`src/rtl/cpu_if.sv`:
```
// Control/result bundle between a sequencing layer and the cpu datapath.
// The zero port exists only when CPU_ZERO_FLAG_EN is defined.
interface cpu_if #(
   parameter int DATA_W = 32,
   parameter int ADDR_W = 5
);
   logic [ADDR_W-1:0] addressA;
   logic [ADDR_W-1:0] addressB;
   logic [DATA_W-1:0] dataIn;
   logic              asel;
   logic              bsel;
   logic [1:0]        opsel;
   logic [1:0]        outsel;
   logic              oen;
   logic [DATA_W-1:0] outPut;
   logic              over;
`ifdef CPU_ZERO_FLAG_EN
   logic              zero;

   modport master (
      output addressA, addressB, dataIn, asel, bsel, opsel, outsel, oen,
      input  outPut, over, zero
   );

   modport slave (
      input  addressA, addressB, dataIn, asel, bsel, opsel, outsel, oen,
      output outPut, over, zero
   );
`else
   modport master (
      output addressA, addressB, dataIn, asel, bsel, opsel, outsel, oen,
      input  outPut, over
   );

   modport slave (
      input  addressA, addressB, dataIn, asel, bsel, opsel, outsel, oen,
      output outPut, over
   );
`endif
endinterface

```
`src/rtl/cpu.sv`:
```
// Single-cycle datapath: 32x32 register file, 2-operand ALU with signed overflow, registered result.
// Optional registered zero flag enabled by defining CPU_ZERO_FLAG_EN.
module cpu #(
   parameter int DATA_W = 32,
   parameter int ADDR_W = 5
) (
   input  logic  clk,
   input  logic  rst_n,
   cpu_if.slave  bus
);
   localparam int MSB  = DATA_W - 1;
   localparam int NREG = 2 ** ADDR_W;

   logic [DATA_W-1:0] regs [NREG];
   logic [DATA_W-1:0] op_a;
   logic [DATA_W-1:0] op_b;
   logic [DATA_W-1:0] sum;
   logic [DATA_W-1:0] diff;
   logic [DATA_W-1:0] alu;
   logic              alu_ovf;
   logic [DATA_W-1:0] value;
   logic              wr_en;
   logic              ovf_en;

   // Operands read the register file before this edge's write-back lands.
   always_comb begin
      op_a = bus.asel ? regs[bus.addressA] : bus.dataIn;
      op_b = bus.bsel ? regs[bus.addressB] : bus.dataIn;
      sum  = op_a + op_b;
      diff = op_a - op_b;
      alu     = '0;
      alu_ovf = 1'b0;
      case (bus.opsel)
         2'b00: begin
            alu     = sum;
            alu_ovf = (op_a[MSB] == op_b[MSB]) && (sum[MSB] != op_a[MSB]);
         end
         2'b01: begin
            alu     = diff;
            alu_ovf = (op_a[MSB] != op_b[MSB]) && (diff[MSB] != op_a[MSB]);
         end
         2'b10:   alu = op_a & op_b;
         default: alu = op_a ^ op_b;
      endcase
   end

   always_comb begin
      value  = '0;
      wr_en  = 1'b0;
      ovf_en = 1'b0;
      case (bus.outsel)
         2'b00: begin
            value = op_a;
            wr_en = 1'b1;
         end
         2'b01: begin
            value  = alu;
            wr_en  = 1'b1;
            ovf_en = 1'b1;
         end
         2'b10: begin
            value  = alu;
            ovf_en = 1'b1;
         end
         default: value = regs[bus.addressB];
      endcase
   end

   // Write-back proceeds even when the output is disabled.
   always_ff @(posedge clk or negedge rst_n) begin
      if (!rst_n) begin
         for (int i = 0; i < NREG; i++) begin
            regs[i] <= '0;
         end
      end else if (wr_en) begin
         regs[bus.addressB] <= value;
      end
   end

   always_ff @(posedge clk or negedge rst_n) begin
      if (!rst_n) begin
         bus.outPut <= '0;
         bus.over   <= 1'b0;
      end else if (bus.oen) begin
         bus.outPut <= value;
         bus.over   <= alu_ovf & ovf_en;
      end else begin
         bus.outPut <= '0;
         bus.over   <= 1'b0;
      end
   end

`ifdef CPU_ZERO_FLAG_EN
   always_ff @(posedge clk or negedge rst_n) begin
      if (!rst_n) begin
         bus.zero <= 1'b0;
      end else begin
         bus.zero <= bus.oen && (value == '0);
      end
   end
`endif
endmodule

```
`src/flat_wrapper.sv`:
```
// flat-port wrapper written by rule: the top's interface ports become plain ports
module cpu_flat 
#(
   parameter int DATA_W = 32,
   parameter int ADDR_W = 5
)
  (clk, rst_n, bus_addressA, bus_addressB, bus_dataIn, bus_asel, bus_bsel, bus_opsel, bus_outsel, bus_oen, bus_outPut, bus_over);
  cpu_if #(.DATA_W(DATA_W), .ADDR_W(ADDR_W)) bus_i ();
  input  logic clk;
  input  logic rst_n;
  input wire logic [$bits(bus_i.addressA)-1:0] bus_addressA;
  input wire logic [$bits(bus_i.addressB)-1:0] bus_addressB;
  input wire logic [$bits(bus_i.dataIn)-1:0] bus_dataIn;
  input wire logic [$bits(bus_i.asel)-1:0] bus_asel;
  input wire logic [$bits(bus_i.bsel)-1:0] bus_bsel;
  input wire logic [$bits(bus_i.opsel)-1:0] bus_opsel;
  input wire logic [$bits(bus_i.outsel)-1:0] bus_outsel;
  input wire logic [$bits(bus_i.oen)-1:0] bus_oen;
  output wire logic [$bits(bus_i.outPut)-1:0] bus_outPut;
  output wire logic [$bits(bus_i.over)-1:0] bus_over;
  assign bus_i.addressA = bus_addressA;
  assign bus_i.addressB = bus_addressB;
  assign bus_i.dataIn = bus_dataIn;
  assign bus_i.asel = bus_asel;
  assign bus_i.bsel = bus_bsel;
  assign bus_i.opsel = bus_opsel;
  assign bus_i.outsel = bus_outsel;
  assign bus_i.oen = bus_oen;
  assign bus_outPut = bus_i.outPut;
  assign bus_over = bus_i.over;
  cpu #(.DATA_W(DATA_W), .ADDR_W(ADDR_W)) u_core (.clk(clk), .rst_n(rst_n), .bus(bus_i));
endmodule
```
`config.mk`:
```
export PLATFORM = sky130hd
export DESIGN_NAME = cpu_flat
export DESIGN_NICKNAME = d
export VERILOG_FILES = /design/src/rtl/cpu_if.sv /design/src/rtl/cpu.sv /design/src/flat_wrapper.sv
export SDC_FILE = /design/constraint.sdc
export NUM_CORES = 2
export LEC_CHECK = 0
export BUFFER_PORTS_ARGS = -buffer_cell sky130_fd_sc_hd__buf_4
export CAP_MARGIN = 20
export CELL_PAD_IN_SITES_DETAIL_PLACEMENT = 1
export CELL_PAD_IN_SITES_GLOBAL_PLACEMENT = 1
export CORE_MARGIN = 1
export CORE_UTILIZATION = 56
export DETAILED_ROUTE_END_ITERATION = 8
export HOLD_SLACK_MARGIN = 0.12
export PLACE_DENSITY = 0.84
export SYNTH_ARGS = -nofsm -noshare
export SYNTH_HDL_FRONTEND = slang
export SYNTH_SLANG_ARGS = --single-unit
```
`constraint.sdc`:
```
create_clock -name clk -period 14.05 [get_ports clk]
set_input_delay 2.81 -clock clk [delete_from_list [all_inputs] [get_ports clk]]
set_output_delay 2.81 -clock clk [all_outputs]
set_load 0.01 [all_outputs]
```
==> results.cfg <==
[status]
status = completed

[clock_network]
cts_tree = built
postCtsSetupRepairBufs = 0
hold_buffers = 0
cts-resized-gates = 0
numCtsBuffers = 111
clkSinkCount = 1057
clk_path_buf_depth = 3
clk_latency_ps = 750
path_clk_slew_ps = 60
cts_root_buffer = clkbuf_16
cts-htree-levels = 3

[synthesis]
synth_edf_count = 0
ys_dominant_reg_cell = dfrtp_1
synth_area_leaders = dfrtp_1 (45%), mux4_2 (20%), o21ai_0 (7.3%)
synth_nets = 5687
synth_top_area_share_pct = 44.81
synthCells = 5568
synth-async-reset-ratio_pct = 100.0
ys_warn_count = 0
syn_area_sq_um = 59030
yosys.area.top_type = dfrtp_1
synth-seq-cells = 1057
syn_area_per_cell_sq_um = 10.60
seq_area_frac_synth_pct = 44.81
synth.distinct_cells = 78

[worst_setup_path]
worstPathRequired_ps = 14640
cp_top_family = compound AO/OA/AOI/OAI gates
crit_type = input port to register
start_kind = input port
path_cells = buf_8, buf_4, mux4_2, mux4_2, mux2i_1, a21oi_1, ha_1, and3_1, a211o_1, a21o_1, a221oi_1, mux2_2, a221oi_1, a21oi_1, nand2_1, nand2_1, o21ai_0
end_kind = register
critPathBufInv = 2
arrival_ps = 10740
cp_slowest_cell = buf_4
crit_fanout = 74
slowest_delay_ps = 910

[cells_and_area]
fin_cells = 6825
final_cell_mix = dfrtp_1 (1057), nand2_1 (1014), o21ai_0 (864)
multi_input_area_sq_um = 30510
area_growth_pct = 9.535
design_area_sq_um = 64650
final.fill_count = 10683
regArea_sq_um = 26450
drive_gt1_share_pct = 19.61
num-nets-final = 5465
final_common_cell = dfrtp_1

[global_routing]
grt_pass1_wl_um = 365100
antenna_found_initial = 12
track_usage_pct = 46.58
grt_max_degree = 158
overflow = 0
grt_pass1_vias = 54745

[place]
dp_slack_ps = 3429
dp_hpwl_um = 145100
dp_cells = 6602
place_area_sq_um = 60520
portBuffers = 83
place_congestion = 0.9475

[die]
die_area_sq_um = 106700
start_util_pct = 56.79
io_pins = 84
rows = 118
fp.dieW_um = 326.7
coreArea_sq_um = 103900
die_h_um = 326.7

[pwr]
powerDensity_nw_per_um2 = 153.6
swShare_pct = 34.28
leakagePower_nw = 27.78
clockPowerShare_pct = 32.5
peakVddDrop_v = 0.0001149
power_frac_comb_pct = 25.8
power_frac_seq_pct = 41.8
internal_power_w = 0.006525
p_total_w = 0.009929
p_sw_w = 0.003404

[timing]
skew_ps = 25.08
min_period_ps = 10150
layout_setup_ws_ps = 3900
relSlewSlack_pct = 17.81
hold_violations = 0
rsz0062_at_grt = no
finalCritPeriodShare_pct = 72.24
tns_ps = 0
drv_slew = 0
finalSetupViolCount = 0
worst_slew_pin_slew_ps = 1199
clock.fmax_mhz = 98.53

[routing]
routed_via_density = 7.611
final_antenna_net_count = 0
dr.pass1.iters = 6
drt_iter0_drc = 7501
wl_per_cell_um = 36.03
drc_errors = 0
num_vias = 51945
wirelength_um = 245900

[min_path]
hp-class = register to register

[run]
max_cap_viol_count = 0
==> registers in the layout (all words and copies together), names as in the netlist <==
signal	count
u_core.bus.over	1
u_core.bus.outPut	32
u_core.regs	1024
==> final timing paths <==
path	startpoint	to	slack [ps]	cells after the start
max	bus_addressA[0]	u_core.regs[782]$_DFFE_PN0P_	3900	17
min	u_core.regs[68]$_DFFE_PN0P_	u_core.regs[68]$_DFFE_PN0P_	500	2
max reg2reg	u_core.regs[705]$_DFFE_PN0P_	u_core.regs[782]$_DFFE_PN0P_	7100	16
min reg2reg	u_core.regs[68]$_DFFE_PN0P_	u_core.regs[68]$_DFFE_PN0P_	500	2
max in group asynchronous	rst_n	u_core.regs[419]$_DFFE_PN0P_	9260	4
min in group asynchronous	rst_n	u_core.bus.outPut[13]$_DFF_PN0_	2080	1
==> through the flow <==
stage	hold slack, ps	util [%]
3_3_place_gp	472.5	58.20
5_1_grt	528.3	62.20
3_5_place_dp	486.0	58.23
6_report	501.5	62.20
2_1_floorplan	460.9	-
4_1_cts	504.5	62.01
==> cell type report <==
cell class / instances / area share (%)
multi-input cells: 3901 / 47.19
flip-flops and latches: 1057 / 40.91
clock buffers: 163 / 5.082
repair buffers: 203 / 2.717
well taps: 1380 / 2.671
clock inverters: 46 / 0.9967
inverters: 72 / 0.4180
diodes: 3 / 0.01161
==> worst reg2reg max path: cells and delay by family (launching register included) <==
family,cells,cell delay (ps)
compound gates,7,2620
flops,1,490
simple gates,3,1030
buf+inv,1,200
fa+ha+maj,1,250
mux,4,2220
==> power by group through the flow <==
stage / combinational, W / sequential (W) / clock (W)
floorplan: 0.00167 / 0.00393 / 0
global placement: 0.00227 / 0.00403 / 0
detailed placement: 0.00241 / 0.00412 / 0
CTS: 0.00248 / 0.00410 / 0.00321
global route: 0.00272 / 0.00418 / 0.00332
finish: 0.00256 / 0.00415 / 0.00322
==> layer usage <==
metal	vias to the layer above	wire length (um)	track usage (%)	part of all wire, %
met3	1237	33560	18.93	14
met2	4090	109300	68.16	44
li1	19887	-	-	-
met4	14	16180	27.91	6.6
met5	-	99	0	0.040
met1	26717	86810	58.28	35
==> synthesized netlist by cell type (all sizes together), types with 20 or more instances <==
library cell	count
inv	69
nand2	1046
a21oi	154
o211ai	20
a21o	40
a211oi	28
nor4	20
ha	66
mux4	523
nor3	24
mux2i	149
o21ai	992
clkbuf	393
nor2	295
a22oi	72
dfrtp	1057
mux2	50
nand3	33
nor2b	32
a31o	40
buf	145
a31oi	50
o22ai	38
a221oi	20
==> cell families (layout without fill, tap and decap cells) <==
| family | count (synthesis) | in the layout | synth area share [%] |
|---|---|---|---|
| AO/OA/AOI/OAI | 1553 | 1553 | 15.17 |
| XOR/XNOR | 26 | 26 | 0.3858 |
| adder cells (fa/ha/maj) | 68 | 68 | 1.467 |
| buffers and inverters | 610 | 484 | 4.229 |
| flip-flops | 1057 | 1057 | 44.81 |
| multiplexers | 722 | 722 | 23.44 |
| other | 0 | 3 | 0 |
| AND/OR/NAND/NOR | 1532 | 1532 | 10.50 |
(Power assumes the default switching activity.)
